### src/rtl/alu_pkg.sv
// Shared widths, opcode encodings and constants for the registered 8-bit ALU.
package alu_pkg;

  localparam int unsigned DATA_W = 8;
  localparam int unsigned OP_W   = 4;
  localparam int unsigned SH_W   = $clog2(DATA_W);

  typedef enum logic [OP_W-1:0] {
    OP_ADD  = 4'd0,
    OP_SUB  = 4'd1,
    OP_MUL  = 4'd2,
    OP_DIV  = 4'd3,
    OP_MOD  = 4'd4,
    OP_AND  = 4'd5,
    OP_OR   = 4'd6,
    OP_XOR  = 4'd7,
    OP_XNOR = 4'd8,
    OP_NOT  = 4'd9,
    OP_SHL  = 4'd10,
    OP_SHR  = 4'd11,
    OP_ROL  = 4'd12,
    OP_ROR  = 4'd13,
    OP_CMP  = 4'd14,
    OP_MAX  = 4'd15
  } alu_op_e;

  localparam logic [DATA_W-1:0] DIV0_RESULT = 8'hFF;

  // Bit positions of the one-hot compare result.
  localparam int unsigned CMP_GT_BIT = 0;
  localparam int unsigned CMP_EQ_BIT = 1;
  localparam int unsigned CMP_LT_BIT = 2;

  // Rotate via a doubled operand so a zero amount needs no special case.
  function automatic logic [DATA_W-1:0] rotl(input logic [DATA_W-1:0] a,
                                             input logic [SH_W-1:0]   sh);
    logic [2*DATA_W-1:0] dbl;
    dbl  = {a, a} << sh;
    rotl = dbl[2*DATA_W-1:DATA_W];
  endfunction

  function automatic logic [DATA_W-1:0] rotr(input logic [DATA_W-1:0] a,
                                             input logic [SH_W-1:0]   sh);
    logic [2*DATA_W-1:0] dbl;
    dbl  = {a, a} >> sh;
    rotr = dbl[DATA_W-1:0];
  endfunction

endpackage

### src/rtl/alu_datapath.sv
// Purely combinational ALU function f(op, a, b); every opcode is defined.
module alu_datapath
  import alu_pkg::*;
(
  input  logic [OP_W-1:0]   op_i,
  input  logic [DATA_W-1:0] a_i,
  input  logic [DATA_W-1:0] b_i,
  output logic [DATA_W-1:0] res_c
);

  logic [SH_W-1:0]   sh_amt;
  logic              b_zero;
  logic [DATA_W-1:0] quot;
  logic [DATA_W-1:0] rem;
  logic [DATA_W-1:0] cmp_vec;
  alu_op_e           op;

  assign op     = alu_op_e'(op_i);
  assign sh_amt = b_i[SH_W-1:0];
  assign b_zero = (b_i == '0);

  // Divider operand forced to 1 on zero so the raw quotient never sees b==0.
  always_comb begin
    logic [DATA_W-1:0] div_b;
    div_b = b_zero ? DATA_W'(1) : b_i;
    quot  = a_i / div_b;
    rem   = a_i % div_b;
  end

  always_comb begin
    cmp_vec             = '0;
    cmp_vec[CMP_GT_BIT] = (a_i > b_i);
    cmp_vec[CMP_EQ_BIT] = (a_i == b_i);
    cmp_vec[CMP_LT_BIT] = (a_i < b_i);
  end

  always_comb begin
    res_c = '0;
    case (op)
      OP_ADD:  res_c = a_i + b_i;
      OP_SUB:  res_c = a_i - b_i;
      OP_MUL:  res_c = a_i * b_i;
      OP_DIV:  res_c = b_zero ? DIV0_RESULT : quot;
      OP_MOD:  res_c = b_zero ? a_i : rem;
      OP_AND:  res_c = a_i & b_i;
      OP_OR:   res_c = a_i | b_i;
      OP_XOR:  res_c = a_i ^ b_i;
      OP_XNOR: res_c = ~(a_i ^ b_i);
      OP_NOT:  res_c = ~a_i;
      OP_SHL:  res_c = a_i << sh_amt;
      OP_SHR:  res_c = a_i >> sh_amt;
      OP_ROL:  res_c = rotl(a_i, sh_amt);
      OP_ROR:  res_c = rotr(a_i, sh_amt);
      OP_CMP:  res_c = cmp_vec;
      OP_MAX:  res_c = (a_i > b_i) ? a_i : b_i;
      default: res_c = '0;
    endcase
  end

endmodule

### src/rtl/alu.sv
// Registered ALU: strobe-qualified capture of the datapath result, async active-low reset.
module alu
  import alu_pkg::*;
(
  input  logic              clock,
  input  logic              reset,
  input  logic              data_in,
  input  logic [DATA_W-1:0] input_a,
  input  logic [DATA_W-1:0] input_b,
  input  logic [OP_W-1:0]   operator,
  output logic [DATA_W-1:0] result
);

  logic [DATA_W-1:0] result_d;
  logic [DATA_W-1:0] result_q;
  logic [DATA_W-1:0] dp_res;

  alu_datapath u_datapath (
    .op_i  (operator),
    .a_i   (input_a),
    .b_i   (input_b),
    .res_c (dp_res)
  );

  always_comb begin
    result_d = result_q;
    if (data_in) result_d = dp_res;
  end

  always_ff @(posedge clock or negedge reset) begin
    if (!reset) result_q <= '0;
    else        result_q <= result_d;
  end

  assign result = result_q;

endmodule

### config.mk
export PLATFORM = sky130hd
export DESIGN_NAME = alu
export DESIGN_NICKNAME = d
export VERILOG_FILES = /design/src/rtl/alu_pkg.sv /design/src/rtl/alu_datapath.sv /design/src/rtl/alu.sv
export SDC_FILE = /design/constraint.sdc
export NUM_CORES = 1
export LEC_CHECK = 0
export CAP_MARGIN = 0
export CORE_ASPECT_RATIO = 0.5
export CORE_MARGIN = 5
export CORE_UTILIZATION = 40
export DETAILED_ROUTE_END_ITERATION = 10
export HOLD_SLACK_MARGIN = 0.05
export PLACE_DENSITY = 0.67
export SETUP_SLACK_MARGIN = 0.05
export SLEW_MARGIN = 0
export SYNTH_ARGS = -nofsm -noshare
export SYNTH_HDL_FRONTEND = slang
export SYNTH_SLANG_ARGS = --single-unit
### constraint.sdc
create_clock -name clock -period 1.2 [get_ports clock]
set_clock_uncertainty 0.2 [all_clocks]
set_input_delay 0.36 -clock clock [delete_from_list [all_inputs] [get_ports clock]]
set_output_delay 0.36 -clock clock [all_outputs]
set_load 0.01 [all_outputs]
==> out/qor.yml, run 1 <==
global_route:
  antenna_found_initial: 0
  grt_max_degree: 33
  track_usage: 0.302
  grt_pass1_wl_um: 39700
  grt_overflow_total: 0
  grt_pass1_vias: 7351
min_path:
  worstHoldPathType: "input pin to asynchronous set/reset pin"
finish:
  largest_register_ffs: 8
  final-instance-count-excl-fill: 1265
  postLayoutCoreUtil: 0.658
  multiInputGateArea_sq_um: 5570
  final_nets: 1188
  fill_cells: 1117
  register_area_sq_um: 200
  mostFrequentLayoutCell: "buf_4"
  drive_above_1_share: 0.414
  area_growth_pct: 59.4
  final_cell_mix: "305 x buf_4, 77 x nor2_1, 64 x inv_1"
  antenna_cells: 0
pwr:
  pwr_density_cell_nw_per_um2: 766
  p_total_mw: 6.91
  p_leak_nw: 4.14
  peakVddDrop_uv: 526
critical_path:
  crit_top_cell: "ha_4"
  reg2regPathDepth: 5
  reg2reg_slack_ns: -0.21
  r2r_start: "result[2]"
  crit_family: "compound AO/OA/AOI/OAI gates"
  startpoint_type: "input pin"
  r2r_end: "result[2]"
  crit_required_ns: 1.13
  critPathMaxStageDelay_ns: 0.53
  crit_path_max_fanout: 8
  worstSetupEndpointType: "register"
  slowest_stage: "or4b_4"
  cp.arrival_ns: 10.11
  cp_num_buf_inv: 3
  path_class: "input pin to register"
placed_design:
  place.gp.congestion: 0.968
  hpwlAfterDp_um: 19900
  dp_cells: 1228
  portBuffers: 30
  preCtsSetupSlack_ns: -10.05
clock_tree:
  ctsHoldBuffers: 0
  clk_pin_slew_worst_paths_ns: 0.04
  cts_tree: "done"
  cts-root-buf: "clkbuf_16"
  numCtsBuffers: 3
  insertion_delay_ns: 0.24
  clock_path_buffers: 2
  numClockSinks: 8
  htreeDepth: 1
logic_synthesis:
  ys_seq_elements: 8
  yosysWarnings: 0
  avgSynthCellArea_sq_um: 7.31
  synth_edf_count: 0
  synth-async-reset-ratio: 1.00
  ys_types: 82
  synth_flop_cell: "dfrtp_1"
  ys_seq_area_frac: 0.0354
  syn_inst: 774
  synth_nets: 887
  synth_area_sq_um: 5660
floorplan:
  io_pins: 31
  die_y_um: 94.1
  dieArea_sq_um: 16800
  die_w_um: 178
  start_util: 0.413
  rows: 30
  core_region_area_sq_um: 13700
route:
  route.detailed.drc: 0
  wl_per_cell_um: 20.8
  drt_wl_total_um: 26300
  firstDrtPassIters: 8
  vias: 7572
  via_per_inst: 5.99
  initialDrtViolationCount: 729
  antenna_left: 0
timing:
  finalSetupViolCount: 16
  hold_viol: 0
  slew_headroom: 0.628
  period_minus_slack_ns: 10.19
  setup_tns_ns: -71.67
  slew_viol_final: 0
  setup_slack_ns: -8.99
  clock.fmax_ghz: 0.0981
  worstMarginPinSlew_ns: 0.551
  period_share: 8.49
  rsz0062_at_grt: "yes"
job:
  cap_violations: 0
outcome:
  outcome: "finished with violations"
  violations: "negative setup slack"
==> final cells by class <==
cell class / instances / share of cell area
Clock buffer: 3 / 0.00832
Inverter: 69 / 0.0287
Multi-Input combinational cell: 649 / 0.617
Sequential cell: 8 / 0.0222
Tap cell: 192 / 0.0266
Timing Repair Buffer: 344 / 0.297
==> cell families (layout without fill, tap and decap cells) <==
logic type,after synthesis,count (layout),synth area share
AOI/OAI and AO/OA,238,238,0.299
xor gates and xnor gates,40,40,0.0668
adders and majority gates,90,90,0.219
buffers and inverters,117,416,0.0814
muxes,28,28,0.0772
and+or+nand+nor,253,253,0.222
DFF,8,8,0.0354
==> synthesized netlist by cell type (all sizes together), types with 7 or more instances <==
cell type / n / area [sq um]
nor4: 11 / 83.8
buf: 15 / 77.6
nand3: 11 / 55.1
clkbuf: 33 / 124
nor2: 79 / 299
o211ai: 15 / 133
a211oi: 14 / 123
o21ai: 42 / 221
and2: 8 / 50.1
nand2b: 10 / 62.6
nand4: 7 / 43.8
o21a: 11 / 82.6
fa: 15 / 300
nand2: 60 / 225
a31oi: 16 / 100
dfrtp: 8 / 200
nor3: 20 / 100
mux2: 10 / 131
inv: 67 / 251
o22ai: 8 / 50.1
o31ai: 7 / 52.6
ha: 75 / 938
xnor2: 23 / 201
nor2b: 12 / 75.1
a21o: 7 / 52.6
xor2: 15 / 131
mux4: 10 / 225
and3: 8 / 50.1
nor3b: 10 / 75.1
mux2i: 8 / 80.1
a21oi: 57 / 297
==> per-stage QoR <==
| step | instance area [sq um] | hold slack [ns] |
|---|---|---|
| detailed placement | 8330 | 0.362 |
| CTS | 8710 | 0.261 |
| global route | 9020 | 0.261 |
| floorplan | 5850 | -0.136 |
| finish | 9020 | 0.252 |
| global placement | 8330 | 0.354 |
==> per-layer routing <==
| layer | global-route usage | wire length, um | vias up |
|---|---|---|---|
| li1 | - | - | 3443 |
| met5 | 0 | 0 | - |
| met3 | 0.0680 | 2580 | 103 |
| met4 | 0.112 | 1110 | 0 |
| met2 | 0.475 | 11300 | 424 |
| met1 | 0.404 | 11300 | 3602 |
==> worst reg2reg max path: stages, from the launching register on <==
cell and delay [ns]:
dfrtp_1 0.35, nor2_1 0.06, a31oi_1 0.33, and3_1 0.21, o211ai_1 0.09, nand3_1 0.09
==> how the worst max path moves through the flow <==
stage,endpoint,depth (start not counted),from
after floorplan,result[6],45,input_b[6]
after global placement,result[6],46,input_b[6]
after detailed placement,result[6],44,input_b[2]
after CTS,result[6],45,input_b[7]
after global routing,result[6],46,input_b[5]
final,result[6],45,input_b[5]
==> report_power, final <==
group | total, mW | internal [mW] | switching [mW]
sequential | 0.357 | 0.325 | 0.0321
combinational | 5.96 | 2.99 | 2.97
clock | 0.591 | 0.432 | 0.159
total | 6.91 | 3.75 | 3.16
==> timing repair <==
item / 4_1_cts / 5_1_grt
setup endpoints to repair: 16 / 16
pin swaps: 43 / 42
gates resized for setup: 101 / 45
setup buffers: 23 / 12
(Power assumes the default switching activity.)
==> run 2, diff against run 1 <==
- RECOVER_POWER: default -> 25
- SLEW_MARGIN: 0 -> 20
==> out/qor.yml, run 2 (synthesis gave the netlist of run 1 again) <==
floorplan:
  io_pins: 31  # unchanged
  start_util: 0.413  # unchanged
  rows: 30  # unchanged
  die_y_um: 94.1  # unchanged
  core_region_area_sq_um: 13700  # unchanged
  dieArea_sq_um: 16800  # unchanged
  die_w_um: 178  # unchanged
clock_tree:
  numCtsBuffers: 3  # unchanged
  clock_path_buffers: 2  # unchanged
  insertion_delay_ns: 0.24  # about the same
  numClockSinks: 8  # unchanged
  ctsHoldBuffers: 0  # unchanged
  clk_pin_slew_worst_paths_ns: 0.04  # about the same
  htreeDepth: 1  # unchanged
  cts_tree: "done"  # unchanged
  cts-root-buf: "clkbuf_16"  # unchanged
timing:
  period_share: 8.50  # was 8.49
  clock.fmax_ghz: 0.0981  # about the same
  period_minus_slack_ns: 10.20  # was 10.19 ns
  slew_viol_final: 0  # unchanged
  setup_slack_ns: -9.00  # was -8.99 ns
  hold_viol: 0  # unchanged
  worstMarginPinSlew_ns: 0.538  # was 0.551 ns
  rsz0062_at_grt: "yes"  # unchanged
  whs_ns: 0.378  # was 0.252 ns
  slew_headroom: 0.637  # was 0.628
  setup_tns_ns: -71.73  # was -71.67 ns
  finalSetupViolCount: 16  # unchanged
global_route:
  grt_pass1_vias: 7351  # unchanged
  grt_overflow_total: 0  # unchanged
  grt_max_degree: 33  # unchanged
  grt_pass1_wl_um: 39700  # unchanged
  antenna_found_initial: 0  # unchanged
  track_usage: 0.302  # unchanged
route:
  initialDrtViolationCount: 729  # unchanged
  vias: 7538  # was 7572
  wl_per_cell_um: 20.8  # about the same
  via_per_inst: 5.96  # was 5.99
  antenna_left: 0  # unchanged
  drt_wl_total_um: 26300  # about the same
  firstDrtPassIters: 5  # was 8
  route.detailed.drc: 0  # unchanged
critical_path:
  slowest_stage: "or4b_4"  # unchanged
  crit_required_ns: 1.13  # about the same
  crit_path_max_fanout: 8  # unchanged
  cp.arrival_ns: 10.12  # was 10.11 ns
  worstSetupEndpointType: "register"  # unchanged
  path_class: "input pin to register"  # unchanged
  critPathMaxStageDelay_ns: 0.53  # about the same
  startpoint_type: "input pin"  # unchanged
  crit_top_cell: "ha_4"  # unchanged
finish:
  fin_area_sq_um: 9010  # was 9020 sq um
  multiInputGateArea_sq_um: 5570  # unchanged
  register_area_sq_um: 200  # unchanged
  final_cell_mix: "305 x buf_4, 77 x nor2_1, 64 x inv_1"  # unchanged
  postLayoutCoreUtil: 0.658  # about the same
  fill_cells: 1117  # unchanged
  largest_register_ffs: 8  # unchanged
  area_growth_pct: 59.3  # was 59.4%
  final_nets: 1188  # unchanged
  mostFrequentLayoutCell: "buf_4"  # unchanged
  antenna_cells: 0  # unchanged
  drive_above_1_share: 0.413  # was 0.414
  final-instance-count-excl-fill: 1265  # unchanged
pwr:
  peakVddDrop_uv: 524  # was 526 uV
  p_leak_nw: 4.14  # about the same
  pwr_density_cell_nw_per_um2: 767  # was 766 nW/um^2
  p_total_mw: 6.91  # about the same
outcome:
  outcome: "finished with violations"  # unchanged
  violations: "negative setup slack"  # unchanged
placed_design:
  preCtsSetupSlack_ns: -10.05  # unchanged
  dp_cells: 1228  # unchanged
  hpwlAfterDp_um: 19900  # unchanged
  place.gp.congestion: 0.968  # unchanged
  place_area_sq_um: 8330  # unchanged
  portBuffers: 30  # unchanged
min_path:
  worstHoldPathType: "input pin to asynchronous set/reset pin"  # unchanged
job:
  cap_violations: 0  # unchanged
[run 2: cell types whose count changed in the layout (fill, tap and decap cells not counted)]
cell and change:
clkdlybuf4s50_1 -1, buf_12 -1, dlymetal6s2s_1 +1, dlygate4sd3_1 +1
[run 2: routing by layer]
metal | GRT usage | part of all wire | wire [um]
met5 | 0 | 0 | 0
met4 | 0.112 | 0.045 | 1170
met3 | 0.0680 | 0.10 | 2660
met2 | 0.475 | 0.43 | 11200
met1 | 0.404 | 0.43 | 11200
[run 2: power by group]
part           internal [mW]  leakage [nW]  switching, mW
Combinational           2.99          4.02           2.97
Sequential             0.325        0.0915         0.0321
Clock                  0.432        0.0370          0.159
[run 2: area by class of cell]
cell class | instances | share of cell area
Clock buffer | 3 | 0.00833
Tap cell | 192 | 0.0267
Sequential cell | 8 | 0.0222
Timing Repair Buffer | 344 | 0.297
Inverter | 69 | 0.0287
Multi-Input combinational cell | 649 | 0.618
[run 2: repair_timing]
item / CTS / global route
pin swaps: 43 / 42
buffers inserted: 23 / 12
gates cloned: 0 / 0
setup endpoints to repair: 16 / 16
resized for setup: 101 / 45
[run 2: worst max-delay path: cells and delay by family]
kind	cells	cell delay [ns]
adders and majority gates	7	1.75
and+or+nand+nor	10	2.00
muxes	3	1.04
buffers and inverters	3	0.28
AOI/OAI and AO/OA	22	4.66
[run 2: worst paths after layout]
path | startpoint | end | slack, ns | cells after the start
worst max-delay path | input_b[5] | result[6] | -9.00 | 45
worst max register to register | result[2] | result[2] | -0.21 | 5
min in group clock | result[3] | result[3] | 0.40 | 2
worst min-delay path | reset | result[1] | 0.38 | 2
max in group asynchronous | reset | result[5] | 0.14 | 2
worst min register to register | result[3] | result[3] | 0.40 | 2
